### src/rtl/cpu_pkg.sv
// ----------------------------------------------------------------------------
// cpu_pkg
// Shared widths, the PC alignment mask and the fetch state encoding used by
// the program-counter / instruction-fetch slice.
// Ports: none (package).
// ----------------------------------------------------------------------------
package cpu_pkg;

  localparam int unsigned PC_WIDTH    = 64;
  localparam int unsigned INSTR_WIDTH = 32;
  localparam int unsigned CNT_WIDTH   = 32;

  // Clears the two byte-offset bits of a 4-byte aligned instruction address.
  localparam logic [PC_WIDTH-1:0] PC_ALIGN_MASK = 64'hFFFF_FFFF_FFFF_FFFC;

  // Explicit 2-bit encoding keeps the state vector stable for legacy tooling.
  typedef enum logic [1:0] {
    ST_FETCH   = 2'd0,
    ST_WAIT    = 2'd1,
    ST_DELIVER = 2'd2,
    ST_FAULT   = 2'd3
  } fetch_state_e;

  // True when the address has any bit set outside the alignment mask.
  function automatic logic pc_misaligned(input logic [PC_WIDTH-1:0] pc);
    return |(pc & ~PC_ALIGN_MASK);
  endfunction

endpackage

### src/rtl/pc_fetch_unit_if.sv
// ----------------------------------------------------------------------------
// pc_fetch_unit_if
// Bundles the instruction-memory request/response channel, the decode
// handshake, the next-PC input and the status outputs of pc_fetch_unit.
// Modports:
//   master - the fetch unit (drives requests, Instr, status)
//   slave  - the environment (memory, decode, next-PC logic)
// ----------------------------------------------------------------------------
interface pc_fetch_unit_if;
  import cpu_pkg::*;

  logic [PC_WIDTH-1:0]    NextPC;
  logic                   IMemReqValid;
  logic                   IMemReqReady;
  logic [PC_WIDTH-1:0]    IMemAddr;
  logic                   IMemRspValid;
  logic [INSTR_WIDTH-1:0] IMemRspData;
  logic                   InstrValid;
  logic                   InstrReady;
  logic [INSTR_WIDTH-1:0] Instr;
  logic [PC_WIDTH-1:0]    CurrentPC;
  logic                   FetchFault;
  logic [CNT_WIDTH-1:0]   InstrCount;

  modport master (
    input  NextPC, IMemReqReady, IMemRspValid, IMemRspData, InstrReady,
    output IMemReqValid, IMemAddr, InstrValid, Instr, CurrentPC,
           FetchFault, InstrCount
  );

  modport slave (
    output NextPC, IMemReqReady, IMemRspValid, IMemRspData, InstrReady,
    input  IMemReqValid, IMemAddr, InstrValid, Instr, CurrentPC,
           FetchFault, InstrCount
  );

endinterface

### src/rtl/fetch_timeout_ctr.sv
// ----------------------------------------------------------------------------
// fetch_timeout_ctr
// Saturating up-counter with synchronous clear and count enable. tc_o is a
// registered flag that is high while the count equals MAX.
// Ports:
//   clk, rst  - clock, asynchronous active-high reset
//   clr_i     - reset the count to zero (wins over en_i)
//   en_i      - increment, holding at MAX
//   tc_o      - count == MAX
// ----------------------------------------------------------------------------
module fetch_timeout_ctr #(
  parameter int unsigned W   = 8,
  parameter int unsigned MAX = 254
) (
  input  logic clk,
  input  logic rst,
  input  logic clr_i,
  input  logic en_i,
  output logic tc_o
);

  logic [W-1:0] count_q, count_d;
  logic         tc_q;

  // Next count: clear, saturating increment, or hold.
  always_comb begin
    count_d = count_q;
    if (clr_i) begin
      count_d = '0;
    end else if (en_i && (count_q != W'(MAX))) begin
      count_d = count_q + W'(1);
    end
  end

  // Terminal count is registered alongside the count so it needs no decode.
  always_ff @(posedge clk or posedge rst) begin
    if (rst) begin
      count_q <= '0;
      tc_q    <= (MAX == 0);
    end else begin
      count_q <= count_d;
      tc_q    <= (count_d == W'(MAX));
    end
  end

  assign tc_o = tc_q;

endmodule

### src/rtl/pc_fetch_unit.sv
// ----------------------------------------------------------------------------
// pc_fetch_unit
// Program-counter register and instruction-fetch sequencer. Issues one memory
// read per instruction, holds the returned word for decode, and loads NextPC
// when decode accepts it. A missing response faults after WAIT_TIMEOUT cycles.
// Parameters:
//   PC_RESET     - CurrentPC value after reset
//   WAIT_TIMEOUT - WAIT cycles before faulting (0 disables the timeout)
// Ports:
//   CLK, Reset   - clock, asynchronous active-high reset
//   bus (master) - memory request/response, decode handshake, NextPC, status
// Build option: PC_FETCH_ALIGN_CHECK_EN - fault on a misaligned NextPC
//   instead of silently clearing its low two bits.
// ----------------------------------------------------------------------------
module pc_fetch_unit
  import cpu_pkg::*;
#(
  parameter logic [PC_WIDTH-1:0] PC_RESET     = 64'h0,
  parameter int unsigned         WAIT_TIMEOUT = 255
) (
  input  logic            CLK,
  input  logic            Reset,
  pc_fetch_unit_if.master bus
);

  localparam int unsigned TMO_W   = (WAIT_TIMEOUT < 32'd2) ? 32'd1
                                    : 32'($clog2(WAIT_TIMEOUT));
  // Fault fires when a WAIT cycle starts with the count at WAIT_TIMEOUT-1.
  localparam int unsigned TMO_MAX = (WAIT_TIMEOUT == 32'd0) ? 32'd0
                                    : WAIT_TIMEOUT - 32'd1;
  localparam bit          TMO_EN  = (WAIT_TIMEOUT != 32'd0);

  fetch_state_e           state_q, state_d;
  logic [PC_WIDTH-1:0]    pc_q, pc_d;
  logic [INSTR_WIDTH-1:0] instr_q, instr_d;
  logic [CNT_WIDTH-1:0]   cnt_q, cnt_d;
  logic                   req_valid_q, instr_valid_q, fault_q;
  logic                   tmo_clr, tmo_en, tmo_tc;

  fetch_timeout_ctr #(
    .W   (TMO_W),
    .MAX (TMO_MAX)
  ) u_tmo (
    .clk   (CLK),
    .rst   (Reset),
    .clr_i (tmo_clr),
    .en_i  (tmo_en),
    .tc_o  (tmo_tc)
  );

  // Next-state and datapath updates.
  always_comb begin
    state_d = state_q;
    pc_d    = pc_q;
    instr_d = instr_q;
    cnt_d   = cnt_q;
    tmo_clr = 1'b0;
    tmo_en  = 1'b0;

    unique case (state_q)
      ST_FETCH: begin
        if (bus.IMemReqReady) begin
          state_d = ST_WAIT;
          tmo_clr = 1'b1;
        end
      end

      ST_WAIT: begin
        if (bus.IMemRspValid) begin
          instr_d = bus.IMemRspData;
          state_d = ST_DELIVER;
        end else begin
          tmo_en = 1'b1;
          if (TMO_EN && tmo_tc) begin
            state_d = ST_FAULT;
          end
        end
      end

      ST_DELIVER: begin
        if (bus.InstrReady) begin
          cnt_d = cnt_q + CNT_WIDTH'(1);
`ifdef PC_FETCH_ALIGN_CHECK_EN
          pc_d    = bus.NextPC;
          state_d = pc_misaligned(bus.NextPC) ? ST_FAULT : ST_FETCH;
`else
          pc_d    = bus.NextPC & PC_ALIGN_MASK;
          state_d = ST_FETCH;
`endif
        end
      end

      ST_FAULT: begin
        state_d = ST_FAULT;
      end

      default: begin
        state_d = ST_FAULT;
      end
    endcase
  end

  // State register; valids are registered from the next state.
  always_ff @(posedge CLK or posedge Reset) begin
    if (Reset) begin
      state_q       <= ST_FETCH;
      pc_q          <= PC_RESET;
      instr_q       <= '0;
      cnt_q         <= '0;
      req_valid_q   <= 1'b1;
      instr_valid_q <= 1'b0;
      fault_q       <= 1'b0;
    end else begin
      state_q       <= state_d;
      pc_q          <= pc_d;
      instr_q       <= instr_d;
      cnt_q         <= cnt_d;
      req_valid_q   <= (state_d == ST_FETCH);
      instr_valid_q <= (state_d == ST_DELIVER);
      fault_q       <= (state_d == ST_FAULT);
    end
  end

  assign bus.IMemReqValid = req_valid_q;
  assign bus.IMemAddr     = pc_q;
  assign bus.InstrValid   = instr_valid_q;
  assign bus.Instr        = instr_q;
  assign bus.CurrentPC    = pc_q;
  assign bus.FetchFault   = fault_q;
  assign bus.InstrCount   = cnt_q;

endmodule

### src/flat_wrapper.sv
// flat-port wrapper written by rule: the top's interface ports become plain ports
module pc_fetch_unit_flat import cpu_pkg::*;
#(
  parameter logic [PC_WIDTH-1:0] PC_RESET     = 64'h0,
  parameter int unsigned         WAIT_TIMEOUT = 255
)
  (CLK, Reset, bus_NextPC, bus_IMemReqReady, bus_IMemRspValid, bus_IMemRspData, bus_InstrReady, bus_IMemReqValid, bus_IMemAddr, bus_InstrValid, bus_Instr, bus_CurrentPC, bus_FetchFault, bus_InstrCount);
  pc_fetch_unit_if bus_i ();
  input  logic CLK;
  input  logic Reset;
  input wire logic [$bits(bus_i.NextPC)-1:0] bus_NextPC;
  input wire logic [$bits(bus_i.IMemReqReady)-1:0] bus_IMemReqReady;
  input wire logic [$bits(bus_i.IMemRspValid)-1:0] bus_IMemRspValid;
  input wire logic [$bits(bus_i.IMemRspData)-1:0] bus_IMemRspData;
  input wire logic [$bits(bus_i.InstrReady)-1:0] bus_InstrReady;
  output wire logic [$bits(bus_i.IMemReqValid)-1:0] bus_IMemReqValid;
  output wire logic [$bits(bus_i.IMemAddr)-1:0] bus_IMemAddr;
  output wire logic [$bits(bus_i.InstrValid)-1:0] bus_InstrValid;
  output wire logic [$bits(bus_i.Instr)-1:0] bus_Instr;
  output wire logic [$bits(bus_i.CurrentPC)-1:0] bus_CurrentPC;
  output wire logic [$bits(bus_i.FetchFault)-1:0] bus_FetchFault;
  output wire logic [$bits(bus_i.InstrCount)-1:0] bus_InstrCount;
  assign bus_i.NextPC = bus_NextPC;
  assign bus_i.IMemReqReady = bus_IMemReqReady;
  assign bus_i.IMemRspValid = bus_IMemRspValid;
  assign bus_i.IMemRspData = bus_IMemRspData;
  assign bus_i.InstrReady = bus_InstrReady;
  assign bus_IMemReqValid = bus_i.IMemReqValid;
  assign bus_IMemAddr = bus_i.IMemAddr;
  assign bus_InstrValid = bus_i.InstrValid;
  assign bus_Instr = bus_i.Instr;
  assign bus_CurrentPC = bus_i.CurrentPC;
  assign bus_FetchFault = bus_i.FetchFault;
  assign bus_InstrCount = bus_i.InstrCount;
  pc_fetch_unit #(.PC_RESET(PC_RESET), .WAIT_TIMEOUT(WAIT_TIMEOUT)) u_core (.CLK(CLK), .Reset(Reset), .bus(bus_i));
endmodule
### config.mk
export PLATFORM = sky130hd
export DESIGN_NAME = pc_fetch_unit_flat
export DESIGN_NICKNAME = d
export VERILOG_FILES = /design/src/rtl/cpu_pkg.sv /design/src/rtl/pc_fetch_unit_if.sv /design/src/rtl/fetch_timeout_ctr.sv /design/src/rtl/pc_fetch_unit.sv /design/src/flat_wrapper.sv
export SDC_FILE = /design/constraint.sdc
export NUM_CORES = 1
export LEC_CHECK = 0
export BUFFER_PORTS_ARGS = -buffer_cell sky130_fd_sc_hd__clkbuf_2
export CORE_MARGIN = 2
export CORE_UTILIZATION = 50
export DETAILED_ROUTE_END_ITERATION = 8
export PLACE_DENSITY_LB_ADDON = 0.25
export SETUP_SLACK_MARGIN = 0.4
export SLEW_MARGIN = 20
export SYNTH_ARGS = -nofsm -noshare
export SYNTH_HDL_FRONTEND = slang
export SYNTH_SLANG_ARGS = --single-unit
### constraint.sdc
create_clock -name CLK -period 10.6 [get_ports CLK]
set_clock_uncertainty 0.1 [all_clocks]
set_input_delay 0.53 -clock CLK [delete_from_list [all_inputs] [get_ports CLK]]
set_output_delay 0.53 -clock CLK [all_outputs]
set_load 0.02 [all_outputs]
# After elaboration in Yosys (flattened, before gate mapping)
# Cells that the tools add are included.
# op_classes
n_addsub	2
n_eq_ne	7
mux	11
n_reduce_logical	5
# op_table
cell	count
$add A32 B1 Y32 const B	1
$mux W8	2
$add A8 B1 Y8 const B	1
$eq A2 B2 Y1 const B	4
$eq A8 B8 Y1 const B	1
$mux W2	4
$ne A8 B8 Y1 const B	1
$pmux W2 S4	1
$logic_not A2 Y1	2
$mux W1	4
$reduce_and A2 Y1	2
$eq A2 B1 Y1 const B	1
$logic_and A1 B1 Y1	1
# word_totals
ff_bits	140
output_inout_bits	195
wordCells	34

# Logic depth before layout (Yosys ltp)
# Gate-level depths: netlist (run 1).
# logic_depth
ltp_word	6
mapped_depth	7
depth_no_buf	7

# Modules after synthesis
# Synthesis (run 1) repeated with hierarchy kept, for this count alone.
# unflattened
hier_cells	470
area_unflattened_um2	6243.5
# by_module_without_submodules
mod	n_inst	cells_per_inst	area_each_um2
pc_fetch_unit	1	409	5672.9
fetch_timeout_ctr	1	61	570.5

# Least setup slack after synthesis (run 1)
# Ideal clock, no wire load.
# synth_timing
path_type	register to register
start	reg u_core.cnt_q[0] (netlist: u_core.bus.InstrCount[0])
end	reg u_core.cnt_q[24] (netlist: u_core.bus.InstrCount[24])
t_arrival_ps	1802
required_ps	10370
setup_slack_ps	8568
stages_incl_launch_ff	8
path_buffers	1
path_cell_list	dfrtp_1 ha_1 nand4b_1 nor4_2 and2_1 buf_2 nand3_1 xnor2_1
# synth_between
elab_chain_cells	1
# synth_rtl
item	line	text
from (decl)	pc_fetch_unit.sv:36	logic [CNT_WIDTH-1:0] cnt_q, cnt_d;
from (signal assigned)	pc_fetch_unit.sv:117	cnt_q <= cnt_d;
$add A32 B1 Y32	pc_fetch_unit.sv:82	cnt_d = cnt_q + CNT_WIDTH'(1);
# No other way between the ends.
# A chain may end at the register's enable or synchronous reset.

# Worst setup path after layout (run 1)
# layout_timing
start	reg u_core.state_q[1]
end	reg u_core.cnt_q[19] (netlist: u_core.bus.InstrCount[19])
# layout_between
elab_chain_cells	2
# layout_rtl
item	line	text
from (decl)	pc_fetch_unit.sv:33	fetch_state_e state_q, state_d;
from (signal assigned)	pc_fetch_unit.sv:114	state_q <= state_d;
$eq A2 B2 Y1	pc_fetch_unit.sv:60	unique case (state_q)
$reduce_and A2 Y1 (no line)	--	
# No other way between the ends.

==> impl_results.md, run 1 <==
- Worst VDD drop: 0.208 mV
- Arrival @ worst endpoint: 3.20 ns
- Critical Path RT: 10.79 ns
- Max FO, Critical Path: 66
- Buffers on Ports: 289
- Multi-input logic area: 2060 um^2
- Reg2reg end: u_core.bus.InstrCount[19]$_DFFE_PP0P_
- Fin area: 7900 um^2
- Mux contribution to synthesized area: 0.174
- Slew @ Worst Pin: 0.944 ns
- Worst min-delay path class: input port to async pin
- Xor-xnor portion of the synthesized cell area: 0.0455
- Fill count: 914
- Post-CTS Setup Bufs: 0
- Storage element area: 3500 um^2
- Commonest non-fill, non-tap cell in the layout: clkbuf_2
- Number of hold buffers added after CTS: 0
- CTS Buf Count: 17
- Layout Nets: 800
- Gpl congestion: 0.845
- Vias per inst: 5.03
- Total GRT Usage: 0.206
- Main synth FF type: dfrtp_1
- Post-Synth Adder-Cell Area: 0.00610
- Synthesized area per cell: 13.2 um^2
- Synth Register Bits: 140
- First-pass GRT wire length: 21100 um
- # rows: 40
- Sequential fraction of the synthesis area: 0.569
- Max-Cap Viols: 0
- Initial antenna violation count: 0
- Synth Instances: 466
- Slew Viols, Final: 0
- R2R depth: 5
- Total number of vias: 4299
- Setup TNS: 0 ns
- CTS clk-pin slew, worst paths: 0.06 ns
- Final setup violating endpoints: 0
- Pre-Repair DR Iteration Count: 4
- Drt total wl: 13800 um
- CTS tree: done
- Yosys cell types: 44
- Critical Path Start: u_core.state_q[1]$_DFF_PP0_
- Clk Latency, worst-skew pair: 0.41 ns
- Number of remaining DRC errors: 0
- Simple-Gate Fraction of Synth Area: 0.0868
- R2r setup slk: 7.59 ns
- RSZ-0062 raised after global routing: false
- H-tree levels: 4
- WL met3: 887 um
- Psw: 1050 uW
- Power Internal: 1610 uW
- Die ar.: 13200 um^2
- Number of flops mapped to enable cells by yosys: 0
- PD cells: 337 nW/um^2
- Post-DP HPWL: 10300 um
- Met1 WL: 5640 um
- Die H: 115 um
- Routed WL per cell: 16.2 um
- Endpoint type of the worst setup path: flip-flop
- Relative slew slack: 0.371
- Clock Sinks: 140
- Maximum clock rate: 332 MHz
- GR Overflow Total: 0
- Clk pwr share: 0.244
- Antenna viol nets, final: 0
- Area grow syn2layout: 28.3%
- # resized after CTS: 0
- Initial Utilization: 0.512
- Sw frac: 0.396
- Worst Setup Start Kind: flip-flop
- Main combinational cell family by area after synthesis: multiplexers
- Most frequent cells in the layout: 289 x clkbuf_2, 139 x dfrtp_1, 95 x mux2_2, 26 x xnor2_1, 18 x nand2_1
- Root Driver: clkbuf_16
- I/O Pins: 296
- Tcrit/Tclk final: 0.284
- Seq pwr share: 0.342
- Deepest clock path buffer count: 2
- Worst reg2reg path startpoint: u_core.state_q[1]$_DFF_PP0_
- Crit Path Class: flip-flop to flip-flop
- Post-synthesis compound-gate area fraction: 0.0193
- Post-synth ARST share: 1.00
- Die X: 115 um
- Mapped cell area: 6150 um^2
- Violation count after the first detailed-route iteration: 222
- Met2 wire len: 7100 um
- Minimum clock period: 3.01 ns
- Comb pwr share: 0.414
- Core area: 12000 um^2
- DP Area: 7230 um^2
- # diodes: 0
- Yosys warning count: 0
- Lkg Pwr: 0.00405 uW
- Max Used Layer: met4
- Largest net degree at the start of global routing: 73
- Final hold violation count: 0
- Layout cells sized above 1: 0.607
- Vias in the first global route: 4244
- Run status: completed
-- worst max path at each step --
stage                                             to
4_1_cts        u_core.bus.InstrCount[19]$_DFFE_PP0P_
3_3_place_gp   u_core.bus.InstrCount[19]$_DFFE_PP0P_
5_1_grt        u_core.bus.InstrCount[19]$_DFFE_PP0P_
2_1_floorplan   u_core.bus.CurrentPC[10]$_DFFE_PP0P_
6_report       u_core.bus.InstrCount[19]$_DFFE_PP0P_
3_5_place_dp   u_core.bus.InstrCount[19]$_DFFE_PP0P_
-- cell usage after synthesis, types with 2 or more instances --
cell type    n  area [um^2]
and2_1       5         31.3
buf_4       66          495
nor3_1       4         20.0
or2_2        3         18.8
buf_6        2         22.5
mux2_2      95         1070
clkbuf_1     6         22.5
inv_1        6         22.5
nor4bb_1     2         20.0
nand4_1     10         62.6
o21ai_0      3         15.0
nor2_1      14         52.6
and3_1       3         18.8
dfrtp_1    139         3480
buf_2        7         35.0
xnor2_1     26          228
nor3b_1      2         15.0
and4_1       6         52.6
ha_1         3         37.5
buf_1        2         7.51
nand2_1     18         67.6
xor2_1       6         52.6
a21oi_1      6         30.0
a211oi_1     2         15.0
nand3_1     11         55.1
-- state kept, by name, indices dropped and copies added, names as in the netlist --
register,count
u_core.bus.CurrentPC,62
u_core.bus.InstrCount,32
u_core.bus.Instr,32
u_core.u_tmo.count_q,8
u_core.state_q,2
u_core.bus.FetchFault,1
u_core.bus.IMemReqValid,1
u_core.bus.InstrValid,1
u_core.u_tmo.tc_o,1
-- layout make-up --
| cell class | instances | share of cell area |
|---|---|---|
| clock buffers | 20 | 0.0591 |
| multi-input cells | 240 | 0.261 |
| repair buffers | 291 | 0.185 |
| clock inverters | 11 | 0.0241 |
| inverters | 6 | 0.00349 |
| well taps | 147 | 0.0233 |
| flip-flops and latches | 140 | 0.444 |
-- metal layers --
metal  GRT usage  up-vias
met5           0        -
met4      0.0795        0
met3      0.0606       16
met2       0.347      190
met1       0.251     2110
li1            -     1983
-- worst max-delay path, stage by stage, from the launching register on --
cell and delay (ns):
dfrtp_1 0.55, nand3b_4 0.78, or4_4 0.89, nor3_4 0.26, nand4_1 0.15, xnor2_1 0.15
-- per-stage QoR --
| step | hold WS [ns] | setup WS (ns) | std cells | util | power [uW] |
|---|---|---|---|---|---|
| finish | 0.109 | 7.59 | 855 | 0.657 | 2660 |
| global route | 0.156 | 7.40 | 855 | 0.657 | 2800 |
| CTS | 0.126 | 7.60 | 855 | 0.657 | 2680 |
| detailed placement | 0.375 | 7.49 | 824 | 0.602 | 2030 |
| global placement | 0.366 | 7.56 | 824 | 0.602 | 2000 |
| floorplan | 0.426 | 6.22 | 469 | - | 1770 |
-- power by group through the flow --
stage | Sequential [uW] | Clock [uW] | Combinational [uW]
after floorplan | 1120 | 0 | 646
after global placement | 900 | 0 | 1100
after detailed placement | 915 | 0 | 1110
after CTS | 909 | 662 | 1110
after global routing | 937 | 688 | 1170
final | 910 | 648 | 1100
-- logic make-up after synthesis --
group | after synthesis
buffers and inverters | 89
multiplexers | 95
AO/OA/AOI/OAI | 18
flip-flops | 140
adder cells (fa/ha/maj) | 3
XOR/XNOR | 32
other | 1
AND/OR/NAND/NOR | 88
(Power assumes the default switching activity.)
==> inputs of run 2 (changes only) <==
--- a/config.mk
+++ b/config.mk
@@ -7,7 +7,7 @@
 export LEC_CHECK = 0
 export BUFFER_PORTS_ARGS = -buffer_cell sky130_fd_sc_hd__clkbuf_2
 export CORE_MARGIN = 2
-export CORE_UTILIZATION = 50
+export CORE_UTILIZATION = 42
 export DETAILED_ROUTE_END_ITERATION = 8
 export PLACE_DENSITY_LB_ADDON = 0.25
 export SETUP_SLACK_MARGIN = 0.4
==> constraint.sdc (replaced) <==
create_clock -name CLK -period 2.7 [get_ports CLK]
set_clock_uncertainty 0.1 [all_clocks]
set_input_delay 0.135 -clock CLK [delete_from_list [all_inputs] [get_ports CLK]]
set_output_delay 0.135 -clock CLK [all_outputs]
set_load 0.02 [all_outputs]
==> run 2 against run 1 <==
Compared with the run above: sequential cell count stayed put; sequential power grew to 4.0 times the previous value; global-route usage is 0.054 points lower; design area grew 14%; clock power grew to 4.2 times the previous value; hold slack got worse by 0.080 ns; worst setup slack worse by 7.0 ns; count of clock-buffer cells in the layout is the same.
==> impl_results.md, run 2 (synthesis results as in run 1) <==
- Total number of vias: 4703
- Worst Setup Start Kind: flip-flop
- Final hold violation count: 0
- Largest net degree at the start of global routing: 66
- Initial antenna violation count: 0
- Slew @ Worst Pin: 0.855 ns
- Number of remaining DRC errors: 0
- Hold wc startpoint: bus_IMemRspValid
- Gpl congestion: 0.813
- Area grow syn2layout: 46.1%
- R2r setup slk: 0.59 ns
- Reg2reg end: u_core.u_tmo.tc_o$_DFF_PP0_
- Routed WL per cell: 15.9 um
- Minimum clock period: 2.11 ns
- Worst reg2reg path startpoint: u_core.u_tmo.count_q[0]$_DFF_PP0_
- Slew Viols, Final: 0
- Worst VDD drop: 0.766 mV
- CTS clk-pin slew, worst paths: 0.06 ns
- Max-Cap Viols: 0
- Setup TNS: 0 ns
- Drt total wl: 15800 um
- Max FFs per register: 62
- Final setup violating endpoints: 0
- Cell Chain, Critical Path: inv_1, ha_1, nand3_1, or2_2, a211oi_1, o21a_1, o2111a_1
- Vias per inst: 4.74
- Root Driver: clkbuf_16
- Post-CTS Setup Bufs: 0
- Deepest clock path buffer count: 2
- Die H: 125 um
- Antenna viol nets, final: 0
- Max incr delay on CP: 0.41 ns
- I/O Pins: 296
- Most frequent cells in the layout: 289 x clkbuf_2, 139 x dfrtp_1, 96 x dlygate4sd3_1, 95 x mux2_2, 26 x xnor2_1
- Worst min-delay path class: input port to flip-flop
- Layout Nets: 900
- DP Area: 7330 um^2
- Commonest non-fill, non-tap cell in the layout: clkbuf_2
- CTS tree: done
- Layout cells sized above 1: 0.535
- Number of hold buffers added after CTS: 96
- Tcrit/Tclk final: 0.780
- Fin area: 8990 um^2
- Storage element area: 3500 um^2
- Crit Path Class: flip-flop to flip-flop
- Max FO, Critical Path: 4
- Initial Utilization: 0.427
- Buffers on Ports: 289
- Critical Path RT: 2.94 ns
- # resized after CTS: 0
- Run status: completed
- Maximum clock rate: 475 MHz
- Fill count: 1104
- Die X: 125 um
- Violation count after the first detailed-route iteration: 157
- GR Overflow Total: 0
- Vias in the first global route: 4970
- Critical path's slowest cell: dfrtp_1
- Pre-Repair DR Iteration Count: 4
- RSZ-0062 raised after global routing: false
- PD cells: 1210 nW/um^2
- Die ar.: 15600 um^2
- Clk Latency, worst-skew pair: 0.41 ns
- Endpoint type of the worst setup path: flip-flop
- H-tree levels: 4
- CTS Buf Count: 17
- Worst hold endpoint: u_core.state_q[0]$_DFF_PP0_
- Post-DP HPWL: 10600 um
- Multi-input logic area: 2060 um^2
- # rows: 44
- Relative slew slack: 0.430
- # diodes: 0
- Total GRT Usage: 0.205
- Hold path depth: 3
- Arrival @ worst endpoint: 2.35 ns
- Lkg Pwr: 0.00450 uW
- R2R depth: 7
- First-pass GRT wire length: 25400 um
- Core area: 14400 um^2
- Clock Sinks: 140
## run 2: worst max-delay path: cells and delay by family (launching register included)
family | cells | cell delay (ns)
AOI/OAI and AO/OA | 3 | 0.70
adders and majority gates | 1 | 0.23
buffers and inverters | 1 | 0.14
DFF | 1 | 0.41
and+or+nand+nor | 2 | 0.47
## run 2: cell type report
cell class                      count  share of cell area
Clock inverter                     11              0.0266
Multi-Input combinational cell    240               0.229
Clock buffer                       20              0.0508
Inverter                            6             0.00292
Timing Repair Buffer              391               0.276
Tap cell                          184              0.0256
Sequential cell                   140               0.390
## run 2: how the worst max path moves through the flow
| stage | slack [ns] | from | endpoint |
|---|---|---|---|
| floorplan | 0.67 | u_core.bus.InstrCount[0]$_DFFE_PP0P_ | u_core.bus.InstrCount[24]$_DFFE_PP0P_ |
| global placement | 0.69 | u_core.state_q[0]$_DFF_PP0_ | u_core.bus.InstrCount[7]$_DFFE_PP0P_ |
| detailed placement | 0.66 | u_core.state_q[0]$_DFF_PP0_ | u_core.bus.InstrCount[7]$_DFFE_PP0P_ |
| CTS | 0.61 | u_core.u_tmo.count_q[0]$_DFF_PP0_ | u_core.u_tmo.tc_o$_DFF_PP0_ |
| global route | 0.46 | u_core.u_tmo.count_q[0]$_DFF_PP0_ | u_core.u_tmo.tc_o$_DFF_PP0_ |
| finish | 0.59 | u_core.u_tmo.count_q[0]$_DFF_PP0_ | u_core.u_tmo.tc_o$_DFF_PP0_ |
## run 2: power breakdown
part	total (uW)	switching, uW	internal (uW)	leakage [uW]
registers	3610	690	2920	0.00173
logic	4490	2720	1770	0.00243
clock network	2740	866	1870	0.000332
## run 2: metrics by stage
| stage | instances | total power (uW) | worst slack, ns | hold slack [ns] | util |
|---|---|---|---|---|---|
| finish | 992 | 10800 | 0.593 | 0.0285 | 0.623 |
| global route | 992 | 11400 | 0.457 | 0.0560 | 0.623 |
| CTS | 992 | 10900 | 0.611 | 0.0133 | 0.623 |
| detailed placement | 865 | 7990 | 0.656 | 0.171 | 0.508 |
| global placement | 865 | 7900 | 0.692 | 0.168 | 0.508 |
| floorplan | 469 | 6940 | 0.668 | 0.186 | - |
## run 2: metal layers
| layer | up-vias | global-route usage | wire length (um) |
|---|---|---|---|
| met5 | - | 0 | 0 |
| met4 | 0 | 0.0824 | 342 |
| met3 | 28 | 0.0561 | 965 |
| met2 | 197 | 0.359 | 8020 |
| met1 | 2290 | 0.240 | 6440 |
| li1 | 2188 | - | - |
==> inputs of run 3 (changes only) <==
==> constraint.sdc (replaced) <==
create_clock -name CLK -period 1.85 [get_ports CLK]
set_clock_uncertainty 0.1 [all_clocks]
set_input_delay 0.0925 -clock CLK [delete_from_list [all_inputs] [get_ports CLK]]
set_output_delay 0.0925 -clock CLK [all_outputs]
set_load 0.02 [all_outputs]
==> run 3 against run 2 <==
Compared with the run above: first-iteration DRC count is 45% higher; non-clock buffer count is 59 higher; power is 59% higher; clock power is 16% higher; utilization is 8.2 points higher; count of clock-buffer cells in the layout is 1 lower; worst setup slack worse by 0.57 ns; via count is 11% higher; design area is 13% higher; hold slack better by 0.058 ns; die area stayed put; critical path type unchanged; highest routed layer unchanged.
==> impl_results.md, run 3 (synthesis results as in run 1) <==
- Initial Utilization: 0.427
- Clk Latency, worst-skew pair: 0.42 ns
- Endpoint type of the worst setup path: flip-flop
- Total number of vias: 5220
- Maximum clock rate: 549 MHz
- Minimum clock period: 1.82 ns
- Power Total: 17200 uW
- Storage element area: 3510 um^2
- Most frequent cells in the layout: 288 x clkbuf_2, 138 x dfrtp_1, 96 x dlygate4sd3_1, 95 x mux2_4, 34 x buf_4
- Pre-Repair DR Iteration Count: 4
- Deepest clock path buffer count: 2
- CTS clk-pin slew, worst paths: 0.06 ns
- Antenna viol nets, final: 0
- Critical Path RT: 2.05 ns
- Post-DP HPWL: 11300 um
- Worst min-delay path class: input port to flip-flop
- RSZ-0062 raised after global routing: true
- # diodes: 0
- Crit Path Class: flip-flop to flip-flop
- Violation count after the first detailed-route iteration: 228
- Max FFs per register: 62
- Number of remaining DRC errors: 0
- Initial antenna violation count: 0
- Fill count: 916
- First-pass GRT wire length: 27100 um
- Final setup violating endpoints: 0
- M1 GR Usage: 0.252
- Layout Nets: 959
- H-tree levels: 4
- Core area: 14400 um^2
- Total GRT Usage: 0.219
- CTS tree: done
- Buffers on Ports: 289
- Tcrit/Tclk final: 0.985
- Die ar.: 15600 um^2
- Die X: 125 um
- Vias in the first global route: 5226
- CTS Buf Count: 17
- Root Driver: clkbuf_16
- PD cells: 1690 nW/um^2
- Run status: completed
- Largest net degree at the start of global routing: 81
- Worst Setup Start Kind: flip-flop
- Final hold violation count: 0
- Routed WL per cell: 19.7 um
- Final core utilization: 0.706
- Slew Viols, Final: 0
- Grt met3 use: 0.0518
- GRT met2 Usage: 0.390
- Arrival @ worst endpoint: 2.02 ns
- Max-Cap Viols: 0
- Gpl congestion: 0.795
- Clock Sinks: 140
- Area grow syn2layout: 65.4%
- Setup TNS: 0 ns
- Max FO, Critical Path: 5
- GR Overflow Total: 0
- # rows: 44
- Vias per inst: 4.97
- Drt total wl: 20700 um
- Multi-input logic area: 2650 um^2
- Commonest non-fill, non-tap cell in the layout: clkbuf_2
- Die H: 125 um
- I/O Pins: 296
- GR peak layer: met2
- Worst VDD drop: 0.981 mV
- Layout cells sized above 1: 0.614
- Lkg Pwr: 0.00540 uW
-- run 3: cell types whose count changed in the layout (fill, tap and decap cells not counted), moves of 8 or more --
cell	change
buf_4	+30
nor2_1	-8
buf_12	+8
mux2_4	+95
buf_6	+12
mux2_2	-95
-- run 3: report_power, final --
group	internal (uW)	switching [uW]
Clock	1890	1300
Sequential	4270	1010
Combinational	4050	4680
Total	10200	6990
-- run 3: timing repair --
action / CTS / global route
pin swaps: 32 / 12
resized for setup: 28 / 146
endpoints found under the setup margin: 135 / 136
buffers inserted: 15 / 11
hold endpoints to repair: 234 / 0
hold buffers: 96 / 0
gates cloned: 0 / 10
-- run 3: per-stage QoR --
| step | cell area, um^2 | hold slack, ns | cells | setup slack [ns] |
|---|---|---|---|---|
| after detailed placement | 7560 | 0.142 | 888 | -0.0401 |
| after floorplan | 6260 | 0.143 | 469 | -0.181 |
| after global placement | 7560 | 0.128 | 888 | -0.00773 |
| after CTS | 9280 | 0.000446 | 1029 | 0.105 |
| after global routing | 10200 | 0.0860 | 1050 | -0.123 |
| final | 10200 | 0.0863 | 1050 | 0.0270 |
-- run 3: worst paths after layout --
check                           slack, ns                                   from                               endpoint  cells after the start
max in group asynchronous            0.98                                  Reset      u_core.bus.IMemReqValid$_DFF_PP1_                      4
worst max-delay path                 0.03            u_core.state_q[0]$_DFF_PP0_  u_core.bus.InstrCount[31]$_DFFE_PP0P_                      5
worst min-delay path                 0.09                       bus_IMemRspValid            u_core.state_q[0]$_DFF_PP0_                      3
worst min register to register       0.38  u_core.bus.InstrCount[31]$_DFFE_PP0P_  u_core.bus.InstrCount[31]$_DFFE_PP0P_                      1
min in group asynchronous            0.27                                  Reset       u_core.bus.Instr[17]$_DFFE_PP0P_                      4
worst max register to register       0.03            u_core.state_q[0]$_DFF_PP0_  u_core.bus.InstrCount[31]$_DFFE_PP0P_                      5
-- run 3: layout make-up --
type	count	area share
Multi-Input combinational cell	240	0.260
Timing Repair Buffer	450	0.316
Clock buffer	19	0.0445
Sequential cell	140	0.344
Clock inverter	11	0.00946
Tap cell	184	0.0226
Inverter	6	0.00283
-- run 3: routing by layer --
metal	vias up	share of wire
met1	2593	0.38
li1	2319	-
met5	-	0
met4	0	0.042
met3	72	0.049
met2	236	0.53
-- run 3: critical path, cell delays in order, from the launching register on --
cell and delay, ns:
dfrtp_1 0.41, nand3b_4 0.19, or4_4 0.48, nor2b_4 0.23, nand4_1 0.15, xnor2_1 0.15
